**config.mk**
```make
export PLATFORM = sky130hd
export DESIGN_NAME = deque_sequencer
export DESIGN_NICKNAME = d
export VERILOG_FILES = /design/src/rtl/deque_sequencer.sv
export SDC_FILE = /design/constraint.sdc
export NUM_CORES = 1
export LEC_CHECK = 0
export BUFFER_PORTS_ARGS = -buffer_cell sky130_fd_sc_hd__buf_4
export CORE_AREA = 5 5 79 81
export CTS_CLUSTER_SIZE = 8
export DETAILED_ROUTE_END_ITERATION = 8
export DIE_AREA = 0 0 84 86
export PLACE_DENSITY = 0.62
export SKIP_LAST_GASP = 1
export SLEW_MARGIN = 20
export SYNTH_ARGS = -nofsm -noshare
export SYNTH_HDL_FRONTEND = slang
export SYNTH_SLANG_ARGS = --single-unit
```
**constraint.sdc**
```tcl
create_clock -name clk -period 1.7 [get_ports clk]
set_input_delay 0.17 -clock clk [delete_from_list [all_inputs] [get_ports clk]]
set_output_delay 0.17 -clock clk [all_outputs]
set_load 0.02 [all_outputs]
```
**src/rtl/deque_sequencer.sv**
```systemverilog
// rtl/deque_sequencer.sv - command sequencer driving a dual 16-word deque
//
// Purpose: accepts byte commands (PUSH, POP, MOVE, STATUS) on a valid/ready
// channel, checks them against the deque full/empty flags, issues single-cycle
// push/pop strobes, and returns exactly one response per command.
//
// Ports:
//   clk, rst                      clock, synchronous active-high reset
//   cmd_valid/cmd_ready           command handshake (ready only when idle)
//   cmd_op, cmd_sel, cmd_data     opcode, target deque, push payload
//   rsp_valid/rsp_ready           response handshake
//   rsp_data, rsp_err             response byte, refused flag
//   dq_select, dq_push, dq_pop    deque select and one-cycle strobes
//   dq_data_in, dq_data_out       push data out, pop data back
//   s0_empty..s1_full             deque status flags
//   err_count                     saturating count of refused commands
module deque_sequencer #(
  parameter int POP_LATENCY = 1,
  parameter int ERR_W       = 8
) (
  input  logic             clk,
  input  logic             rst,
  input  logic             cmd_valid,
  output logic             cmd_ready,
  input  logic [1:0]       cmd_op,
  input  logic             cmd_sel,
  input  logic [7:0]       cmd_data,
  output logic             rsp_valid,
  input  logic             rsp_ready,
  output logic [7:0]       rsp_data,
  output logic             rsp_err,
  output logic             dq_select,
  output logic             dq_push,
  output logic             dq_pop,
  output logic [7:0]       dq_data_in,
  input  logic [7:0]       dq_data_out,
  input  logic             s0_empty,
  input  logic             s0_full,
  input  logic             s1_empty,
  input  logic             s1_full,
  output logic [ERR_W-1:0] err_count
);

  localparam logic [1:0] OP_PUSH   = 2'b00;
  localparam logic [1:0] OP_POP    = 2'b01;
  localparam logic [1:0] OP_MOVE   = 2'b10;
  localparam logic [1:0] LAT       = POP_LATENCY[1:0];

  typedef enum logic [2:0] {IDLE, ISSUE, WAIT, PUSH2, RESP} state_t;

  state_t     state;
  logic [1:0] op_q;
  logic       sel_q;
  logic [7:0] data_q;
  logic [7:0] byte_q;   // popped byte, doubles as the response byte
  logic       err_q;
  logic [1:0] wait_cnt;

  logic empty_sel, full_sel, full_other, issue_err;

  assign empty_sel  = sel_q ? s1_empty : s0_empty;
  assign full_sel   = sel_q ? s1_full  : s0_full;
  assign full_other = sel_q ? s0_full  : s1_full;

  always_comb begin
    issue_err = 1'b0;
    case (op_q)
      OP_PUSH: issue_err = full_sel;
      OP_POP:  issue_err = empty_sel;
      OP_MOVE: issue_err = empty_sel | full_other;
      default: issue_err = 1'b0;
    endcase
  end

  // Strobes depend on the live flags during ISSUE, so they are decoded
  // from state rather than registered.
  always_comb begin
    dq_select  = 1'b0;
    dq_push    = 1'b0;
    dq_pop     = 1'b0;
    dq_data_in = 8'h00;
    case (state)
      ISSUE: begin
        dq_select = sel_q;
        if (!issue_err) begin
          if (op_q == OP_PUSH) begin
            dq_push    = 1'b1;
            dq_data_in = data_q;
          end else if (op_q == OP_POP || op_q == OP_MOVE) begin
            dq_pop = 1'b1;
          end
        end
      end
      WAIT:  dq_select = sel_q;
      PUSH2: begin
        dq_push    = 1'b1;
        dq_select  = ~sel_q;
        dq_data_in = byte_q;
      end
      default: ;
    endcase
  end

  assign cmd_ready = (state == IDLE);
  assign rsp_valid = (state == RESP);
  assign rsp_data  = rsp_valid ? byte_q : 8'h00;
  assign rsp_err   = rsp_valid & err_q;

  always_ff @(posedge clk) begin
    if (rst) begin
      state     <= IDLE;
      op_q      <= 2'b00;
      sel_q     <= 1'b0;
      data_q    <= 8'h00;
      byte_q    <= 8'h00;
      err_q     <= 1'b0;
      wait_cnt  <= 2'd0;
      err_count <= '0;
    end else begin
      case (state)
        IDLE: begin
          if (cmd_valid) begin
            op_q   <= cmd_op;
            sel_q  <= cmd_sel;
            data_q <= cmd_data;
            state  <= ISSUE;
          end
        end
        ISSUE: begin
          wait_cnt <= 2'd1;
          err_q    <= issue_err;
          byte_q   <= 8'h00;
          if (issue_err) begin
            if (err_count != '1) err_count <= err_count + ERR_W'(1);
            state <= RESP;
          end else if (op_q == OP_POP || op_q == OP_MOVE) begin
            if (LAT == 2'd0) begin
              byte_q <= dq_data_out;
              state  <= (op_q == OP_POP) ? RESP : PUSH2;
            end else begin
              state <= WAIT;
            end
          end else begin
            if (op_q != OP_PUSH)
              byte_q <= {4'b0000, s1_full, s1_empty, s0_full, s0_empty};
            state <= RESP;
          end
        end
        WAIT: begin
          if (wait_cnt == LAT) begin
            byte_q <= dq_data_out;
            state  <= (op_q == OP_POP) ? RESP : PUSH2;
          end else begin
            wait_cnt <= wait_cnt + 2'd1;
          end
        end
        PUSH2: state <= RESP;
        RESP: begin
          if (rsp_ready) state <= IDLE;
        end
        default: state <= IDLE;
      endcase
    end
  end

endmodule

```
# Word level (Yosys, flattened, before mapping)
# Index checks and enable logic that the tools add are counted.
# W data, S select, Z words.
# op_classes
n_addsub,2
eq_ne,12
muxes,30
n_bitwise,3
reduce_logical,11
# op_table
op,n
$mux W8,4
$pmux W8 S2,2
$mux W3,6
$pmux W3 S5,1
$mux W4,3
$mux W1,9
$add A8 B1 Y8 const B,1
$ne A8 B8 Y1 const B,1
$eq A3 B2 Y1 const B,2
$ne A2 B2 Y1 const B,3
$reduce_and A2 Y1,3
$reduce_and A3 Y1,2
$eq A2 B1 Y1 const B,2
$pmux W1 S2,2
$pmux W2 S2,1
$reduce_bool A2 Y1,2
$eq A3 B1 Y1 const B,1
$eq A3 B3 Y1 const B,1
$logic_not A3 Y1,1
$pmux W1 S3,1
$add A2 B1 Y2 const B,1
$eq A2 B2 Y1 const B,1
$logic_not A2 Y1,1
$mux W2,1
other kinds (6),6
# word_totals
reg_bits,33
inputBits,27
output_inout_bits,30
wordCells,66

# Logic depth before layout (Yosys ltp)
# Gate-level depths: netlist (run 1).
# logic_depth
ltp_word,6
mapped_depth,9
mapped_depth_nobuf,7

# Worst setup path after synthesis (run 1)
# No wires, ideal clock.
# synth_path
path_type,reg2out
startpoint,register op_q[1]
endpoint,output dq_data_in[0]
t_arrival_ps,1659
t_required_ps,1530
setup_slack_ps,-129
stages_incl_launch_ff,9
n_path_buf,1
path_cell_list,dfxtp_1 -> inv_1 -> ha_1 -> o22ai_1 -> nand2_1 -> a21oi_2 -> and3_1 -> clkbuf_1 -> a22o_1
# synth_via
elab_chain_len,4
elab_cells_between_ends,7
cone_classes,eq/ne: 2; mux: 4; reduce/logical: 1
# synth_lines
element,line,rtl
start: declaration,52,logic [1:0] op_q;
start signal: assignment,123,op_q <= cmd_op;
$eq A2 B2 Y1 (tied with other cells),67,case (op_q)
$pmux W1 S3 / $mux W8 (equally long branches),"67, 86",
$mux W8 (*),85,if (!issue_err) begin
$pmux W8 S2 (*),82,case (state)
end: declaration,35,"output logic [7:0] dq_data_in,"
# Every way passes the cells marked *; elsewhere a longest branch is shown, timed or not.

# Worst setup path in the final report (run 1)
# layout_path
startpoint,register op_q[0]
endpoint,output dq_push
# layout_via
elab_chain_len,4
elab_cells_between_ends,7
cone_classes,eq/ne: 2; mux: 4; reduce/logical: 1
# layout_lines
element,line,rtl
$eq A2 B2 Y1 (tied with other cells),67,
$pmux W1 S3 / $mux W1 (equally long branches),"67, 86",
$mux W1 (*),85,
$pmux W1 S2 (*),82,
end: declaration,33,"output logic dq_push,"
# Marked as above.

==> out/results.txt, run 1 <==
cts bufs inserted: 5
Yosys cell types: 39
critical-path maximum fanout: 4
Slew HR: 61.9%
via count: 1984
Buffers on Ports: 56
initial drt markers: 76
Ys Warns: 0
Tot GR Track Use: 15.8%
Power Dens Cells: 704 mW/mm2
Hold Crit Class: in -> reg
die area: 0.00722 mm2
Mean Syn Cell Area: 7.84 um2
Antenna Diode Count: 0
minimum clock period: 1980 ps
register bit total from synthesis: 33
reg-to-reg startpoint: op_q[0]
syn nets: 266
Hold Startpoint: cmd_data[3]
Skew-Pair Late Insertion Delay: 290 ps
fillcell total: 515
# rows: 27
Initial Utilization: 33.8%
largest net degree at the start of global routing: 37
final std cells w/o fill: 386
fin util: 54.3%
Seq/Total Area, Yosys: 36.2%
Max VDD drop: 0.374 mV
Reg2Reg Capture Point: err_count[4]
Avg WL per Cell: 15.1 um
critical path class: reg -> out
failing checks: negative setup slack
critical path capture point type: primary output
worst reg2reg path depth: 9
unrepaired setup endpoints after global routing: yes
dpl cells: 370
asr flop ratio synth: 0%
Routed Antenna Nets: 0
crit start category: register
worst slew pin tran: 568 ps
Net Sw Frac: 28.9%
outcome: complete, but fails checks
vias in the first global route: 1926
Syn Inst Count: 233
clock sinks: 33
initial antenna violation count: 0
hold endpoint: data_q[3]
Max Cap Viol: 0
sequential power share: 40.6%
Sum Neg Setup Slack: -4000 ps
internal power: 1.47 mW
worst hold stages: 3
Nets: 346
first-pass GRT wire length: 9.32 mm
# IOs: 57
Worst EP arrival: 1810 ps
final setup fails: 24
R2R Setup Slk: -180 ps
worst-case clock buffer depth: 2
Logic pwr share: 27.4%
clock root cell: clkbuf_8
hpwl dp: 3.92 mm
GRT Residual Overflow: 0
vias per cell: 5.14
H-tree depth: 2
Max Fclk: 504 MHz
Req. time, crit path: 1530 ps
top_reg_cell synth: dfxtp_1
layout cells sized above 1: 44.6%
drt drc: 0
clk_skew: 6.94 ps
Clock transition at path regs: 70 ps
max-slew violations: 0
Layout area overhead: 60.5%
switching pwr: 598 uW
drt total wl: 5.83 mm
final hold violation count: 0
TritonRoute pass-1 iters: 4
Post-synth EDFFs: 0
Routability Congestion: 0.873
Synth Cell Area: 0.00183 mm2
Final WS setup: -285 ps
Lkg Pwr: 1.21 nW
Clk pwr share: 32.0%
Die Wd: 84 um
TritonCTS clock tree: built
Die H: 86 um
core area: 0.00541 mm2
hold_buf cts: 0
crit share post-route: 117%
## per-stage QoR
step	instance area [um2]	hold slack, ps	setup WS [ps]	total power, mW
6_report	2930	128	-285	2.07
5_1_grt	2930	135	-341	2.16
4_1_cts	2850	128	-290	2.04
3_5_place_dp	2490	430	-199	1.26
3_3_place_gp	2490	421	-156	1.25
2_1_floorplan	1850	306	-32.3	1.07
## power by group through the flow
| stage | combinational [mW] | sequential [mW] | clock (mW) |
|---|---|---|---|
| 2_1_floorplan | 0.222 | 0.850 | 0 |
| 3_3_place_gp | 0.396 | 0.854 | 0 |
| 3_5_place_dp | 0.401 | 0.855 | 0 |
| 4_1_cts | 0.536 | 0.840 | 0.666 |
| 5_1_grt | 0.610 | 0.844 | 0.702 |
| 6_report | 0.566 | 0.840 | 0.660 |
## per-layer routing
metal	up-vias	part of all wire [%]	track usage, %
li1	981	-	-
met5	-	0	0
met1	923	44	20.0
met4	0	1.1	4.09
met3	8	6.1	3.36
met2	72	48	27.3
## layout make-up
class	instances	area [um2]	share of cell area, %
tap	72	90.1	3.07
timing repair buffer	91	798	27.2
clock buffer	7	96.3	3.28
clock inverter	1	5.00	0.171
inverter	7	26.3	0.896
sequential	33	672	22.9
multi-input combinational	175	1240	42.4
## cell usage in the layout (no fill, tap or decap), types with 2 or more instances in the layout
cell type / n
buf_4: 70
nand2_1: 36
dfxtp_1: 28
a21oi_1: 22
buf_6: 16
nand3_1: 13
nor2_1: 12
and2_1: 10
a22o_1: 8
clkbuf_8: 7
inv_1: 5
nor3_1: 4
nor2b_1: 4
nor3b_4: 3
and3_4: 3
nand3_2: 3
or3_1: 3
o21ai_0: 3
a211oi_1: 3
mux2_4: 3
ha_1: 3
buf_8: 3
dfxtp_2: 3
inv_2: 2
nand2_2: 2
mux2i_1: 2
nand3b_1: 2
a21oi_2: 2
mux2_2: 2
a311oi_1: 2
a311oi_2: 2
nor3b_1: 2
a31oi_1: 2
nor4_4: 2
nor4_1: 2
ha_2: 2
dfxtp_4: 2
## cells in the mapped netlist, types with 5 or more instances
cell | number | area share [%]
a21oi_1 | 24 | 6.6
a22o_1 | 8 | 3.8
and2_1 | 10 | 3.4
clkbuf_1 | 11 | 2.3
dfxtp_1 | 33 | 36
ha_1 | 6 | 4.1
inv_1 | 7 | 1.4
nand2_1 | 38 | 7.8
nand3_1 | 16 | 4.4
nor2_1 | 12 | 2.5
nor3_1 | 5 | 1.4
nor3b_1 | 5 | 2.1
## repair_timing
action                                  in CTS  in global routing
gates resized for setup                     47                 18
pin swaps                                   28                  8
setup buffers                                6                  0
endpoints found under the hold margin        0                  0
endpoints found under the setup margin      23                 35
cloned                                       2                  0
## registers in the layout (all words and copies together) (netlist names)
register and flops:
byte_q 8, data_q 8, err_count 8, err_q 1
op_q 2, sel_q 1, state 3, wait_cnt 2
## logic make-up after synthesis
kind of cell             Yosys count  synth area share [%]
flip-flops                        33                  36.2
multiplexers                       7                  4.18
AO/OA/AOI/OAI                     52                  18.4
adder cells (fa/ha/maj)            6                  4.11
XOR/XNOR                           1                 0.480
buffers and inverters             26                  6.58
AND/OR/NAND/NOR                  108                  30.1
## worst max-delay path, cell delays in order, from the launching register on
cell,delay (ps)
dfxtp_4,360
ha_1,270
nor3b_4,230
a21oi_4,70
and3_4,180
or2_2,300
buf_6,130
## worst max-delay path by stage
stage | startpoint | endpoint | slack (ps) | cells after the start
after detailed placement | op_q[1] | dq_data_in[4] | -200 | 8
after floorplan | op_q[0] | err_count[5] | -30 | 8
final | op_q[0] | dq_push | -280 | 6
after global routing | op_q[0] | dq_push | -340 | 6
after CTS | op_q[0] | dq_data_in[4] | -290 | 8
after global placement | op_q[0] | dq_data_in[7] | -160 | 8
No activity file was read; power rests on OpenSTA's default activity.
==> run 2: changes to the inputs <==
--- a/config.mk
+++ b/config.mk
@@ -11,6 +11,7 @@
 export DETAILED_ROUTE_END_ITERATION = 8
 export DIE_AREA = 0 0 84 86
 export PLACE_DENSITY = 0.62
+export SKIP_CTS_REPAIR_TIMING = 1
 export SKIP_LAST_GASP = 1
 export SLEW_MARGIN = 20
 export SYNTH_ARGS = -nofsm -noshare
==> out/results.txt, run 2 (synthesis results as in run 1) <==
Slew HR: 73.4%
largest net degree at the start of global routing: 37
Lkg Pwr: 1.17 nW
Storage cell area: 671 um2
cts bufs inserted: 5
outcome: complete, but fails checks
Skew-Pair Late Insertion Delay: 280 ps
failing checks: negative setup slack
Max Fclk: 499 MHz
launch point of the worst path: op_q[0]
# rows: 27
core area: 0.00541 mm2
most frequent cells in the layout: 76 x buf_4, 36 x nand2_1, 29 x dfxtp_1
Req. time, crit path: 1530 ps
worst slew pin tran: 399 ps
layout cells sized above 1: 43.1%
GRT Residual Overflow: 0
max-slew violations: 0
drt total wl: 5.57 mm
Max VDD drop: 0.414 mV
clock sinks: 33
Final Cell Area: 0.00284 mm2
Power Dens Cells: 700 mW/mm2
Layout area overhead: 55.2%
clock root cell: clkbuf_8
Die Wd: 84 um
Tot GR Track Use: 14.3%
Hold Crit Class: in -> reg
drt drc: 0
vias per cell: 5.04
first-pass GRT wire length: 8.54 mm
TritonRoute pass-1 iters: 4
worst-case clock buffer depth: 2
critical-path maximum fanout: 4
Initial Utilization: 33.8%
hpwl dp: 3.92 mm
Routability Congestion: 0.873
Fin Hold WS: 131 ps
worst reg2reg path depth: 8
vias in the first global route: 1805
unrepaired setup endpoints after global routing: yes
Hold Startpoint: cmd_data[4]
# IOs: 57
Final WS setup: -305 ps
initial antenna violation count: 0
reg-to-reg startpoint: op_q[0]
Routed Antenna Nets: 0
Buffers on Ports: 56
Clock transition at path regs: 70 ps
Avg WL per Cell: 14.5 um
crit share post-route: 118%
Nets: 345
critical path capture point type: primary output
Worst EP arrival: 1840 ps
final hold violation count: 0
minimum clock period: 2010 ps
H-tree depth: 2
commonest non-fill, non-tap cell in the layout: buf_4
area of the multi-input gates: 0.00121 mm2
crit start category: register
biggest regs: byte_q (8), data_q (8), err_count (8)
Die H: 86 um
critical path class: reg -> out
via count: 1941
initial drt markers: 66
R2R Setup Slk: -230 ps
fillcell total: 525
final setup fails: 18
Sum Neg Setup Slack: -3760 ps
DP Area: 0.00249 mm2
Max Cap Viol: 0
clk_skew: 5.09 ps
die area: 0.00722 mm2
crit path capture: dq_push
Antenna Diode Count: 0
TritonCTS clock tree: built
Reg2Reg Capture Point: err_count[3]
run 2: cell types whose count changed in the layout (fill, tap and decap cells not counted), moves of 2 or more:
cell,previous run,this run
buf_4,70,76
buf_6,16,12
buf_8,3,1
nand3_1,13,16
nand3_2,3,0
run 2: critical path: stages, from the launching register on:
cell and delay [ps]:
dfxtp_4 360, inv_2 80, ha_2 190, nor3b_4 230, a21oi_4 70, and3_4 190, or2_2 290, buf_4 160
run 2: report_power, final:
part	internal, mW	leakage, nW	switching, mW	total, mW
clock network	0.366	0.0542	0.286	0.652
registers	0.810	0.271	0.0299	0.840
logic	0.247	0.845	0.244	0.492
run 2: routing by layer:
layer	global-route usage [%]	routed length, um	part of all wire (%)
met5	0	0	0
met4	3.51	21	0.38
met3	3.46	309	5.5
met2	24.7	2740	49
met1	17.9	2500	45
run 2: stage by stage:
stage / cells / util, % / worst slack, ps / power (mW)
2_1_floorplan: 233 / - / -32.3 / 1.07
3_3_place_gp: 370 / 46.0 / -156 / 1.25
3_5_place_dp: 370 / 46.0 / -199 / 1.26
4_1_cts: 378 / 47.9 / -506 / 1.91
5_1_grt: 385 / 52.5 / -401 / 2.09
6_report: 385 / 52.5 / -305 / 1.98
run 2: layout make-up:
cell class	count	area share, %
Clock inverter	1	0.177
Multi-Input combinational cell	175	42.5
Timing Repair Buffer	90	26.1
Tap cell	72	3.18
Clock buffer	7	3.40
Inverter	7	0.927
Sequential cell	33	23.7
run 2: worst min path at each step:
stage | to | slack (ps) | cells past startpoint
6_report | data_q[4] | 130 | 3
3_5_place_dp | data_q[2] | 430 | 3
3_3_place_gp | data_q[2] | 420 | 3
4_1_cts | data_q[4] | 130 | 3
5_1_grt | data_q[6] | 130 | 3
2_1_floorplan | data_q[0] | 310 | 2
==> run 3: changes to the inputs <==
--- a/config.mk
+++ b/config.mk
@@ -6,10 +6,10 @@
 export NUM_CORES = 1
 export LEC_CHECK = 0
 export BUFFER_PORTS_ARGS = -buffer_cell sky130_fd_sc_hd__buf_4
-export CORE_AREA = 5 5 79 81
+export CORE_AREA = 5 5 65 97
 export CTS_CLUSTER_SIZE = 8
 export DETAILED_ROUTE_END_ITERATION = 8
-export DIE_AREA = 0 0 84 86
+export DIE_AREA = 0 0 70 102
 export PLACE_DENSITY = 0.62
 export SKIP_CTS_REPAIR_TIMING = 1
 export SKIP_LAST_GASP = 1
==> out/results.txt, run 3 (synthesis results as in run 1) <==
Avg WL per Cell: 14.4 um
met2 GRT Util: 25.7%
vias per cell: 5.08
Max Cap Viol: 0
Buffers on Ports: 56
layout cells sized above 1: 47.2%
worst slew pin tran: 388 ps
# rows: 33
most frequent cells in the layout: 71 x buf_4, 36 x nand2_1, 28 x dfxtp_1
Skew-Pair Late Insertion Delay: 290 ps
initial antenna violation count: 0
Die H: 102 um
minimum clock period: 2010 ps
# IOs: 57
failing checks: negative setup slack
Hold Crit Class: in -> reg
drt drc: 0
largest net degree at the start of global routing: 37
Routability Congestion: 0.822
clock sinks: 33
clock root cell: clkbuf_8
via count: 1971
Req. time, crit path: 1530 ps
most used routing layer: met2
commonest non-fill, non-tap cell in the layout: buf_4
Worst EP arrival: 1840 ps
Max Fclk: 498 MHz
critical path capture point type: primary output
Clock transition at path regs: 70 ps
Die Wd: 70 um
Final WS setup: -310 ps
die area: 0.00714 mm2
crit share post-route: 118%
TritonRoute pass-1 iters: 4
final hold violation count: 0
biggest regs: byte_q (8), data_q (8), err_count (8)
unrepaired setup endpoints after global routing: yes
worst-case clock buffer depth: 2
critical-path maximum fanout: 5
cts bufs inserted: 5
Nets: 350
drt total wl: 5.57 mm
core area: 0.00537 mm2
M1 GR Usage: 14.5%
Antenna Diode Count: 0
outcome: complete, but fails checks
critical path class: reg -> out
Max VDD drop: 0.529 mV
TritonCTS clock tree: built
Design Power: 1.90 mW
Layout area overhead: 62.3%
GRT Residual Overflow: 0
crit start category: register
Power Dens Cells: 641 mW/mm2
clk_skew: 6.57 ps
Routed Antenna Nets: 0
Initial Utilization: 34.0%
H-tree depth: 2
final setup fails: 13
Slew HR: 73.9%
met3 GRT Util: 4.33%
max-slew violations: 0
setup slack at placement: -247 ps
vias in the first global route: 1769
Lkg Pwr: 1.21 nW
Tot GR Track Use: 13.9%
hpwl dp: 3.82 mm
first-pass GRT wire length: 7.96 mm
initial drt markers: 111
-- run 3: metal layers --
metal / share of wire (%) / vias up
met5: 0 / -
met4: 1.5 / 0
met3: 5.2 / 7
met2: 54 / 49
met1: 39 / 928
li1: - / 987
-- run 3: worst paths after layout --
kind	startpoint	endpoint	slack, ps	cells after the start
max	sel_q	dq_data_in[2]	-310	6
min	cmd_op[0]	op_q[0]	120	3
max reg2reg	op_q[0]	err_count[4]	-100	8
min reg2reg	data_q[2]	data_q[2]	460	2
-- run 3: area by class of cell --
cell class	count	area, um2
clock buffers	6	72.6
clock inverters	2	10.0
fillers	513	2400
inverters	7	28.8
multi-input cells	175	1260
flip-flops and latches	33	674
well taps	70	87.6
repair buffers	95	828
-- run 3: power breakdown --
part | leakage, nW | internal [mW] | switching [mW]
clock network | 0.0450 | 0.284 | 0.293
logic | 0.898 | 0.235 | 0.248
registers | 0.272 | 0.809 | 0.0319
total | 1.21 | 1.33 | 0.574
-- run 3: critical path, stage by stage (launching register included) --
cell	delay, ps
dfxtp_2	420
mux2i_2	310
nor3b_4	90
a21oi_4	200
and3_4	270
a22o_1	160
buf_6	120
-- run 3: stage by stage --
stage,hold WS (ps),utilization [%],std cells,area [um2],setup TNS [ps]
5_1_grt,118,55.2,388,2960,-4280
3_5_place_dp,428,46.4,367,2490,-2800
2_1_floorplan,306,-,233,1850,-293
6_report,115,55.2,388,2960,-3180
3_3_place_gp,422,46.4,367,2490,-2090
4_1_cts,122,47.9,375,2570,-5990
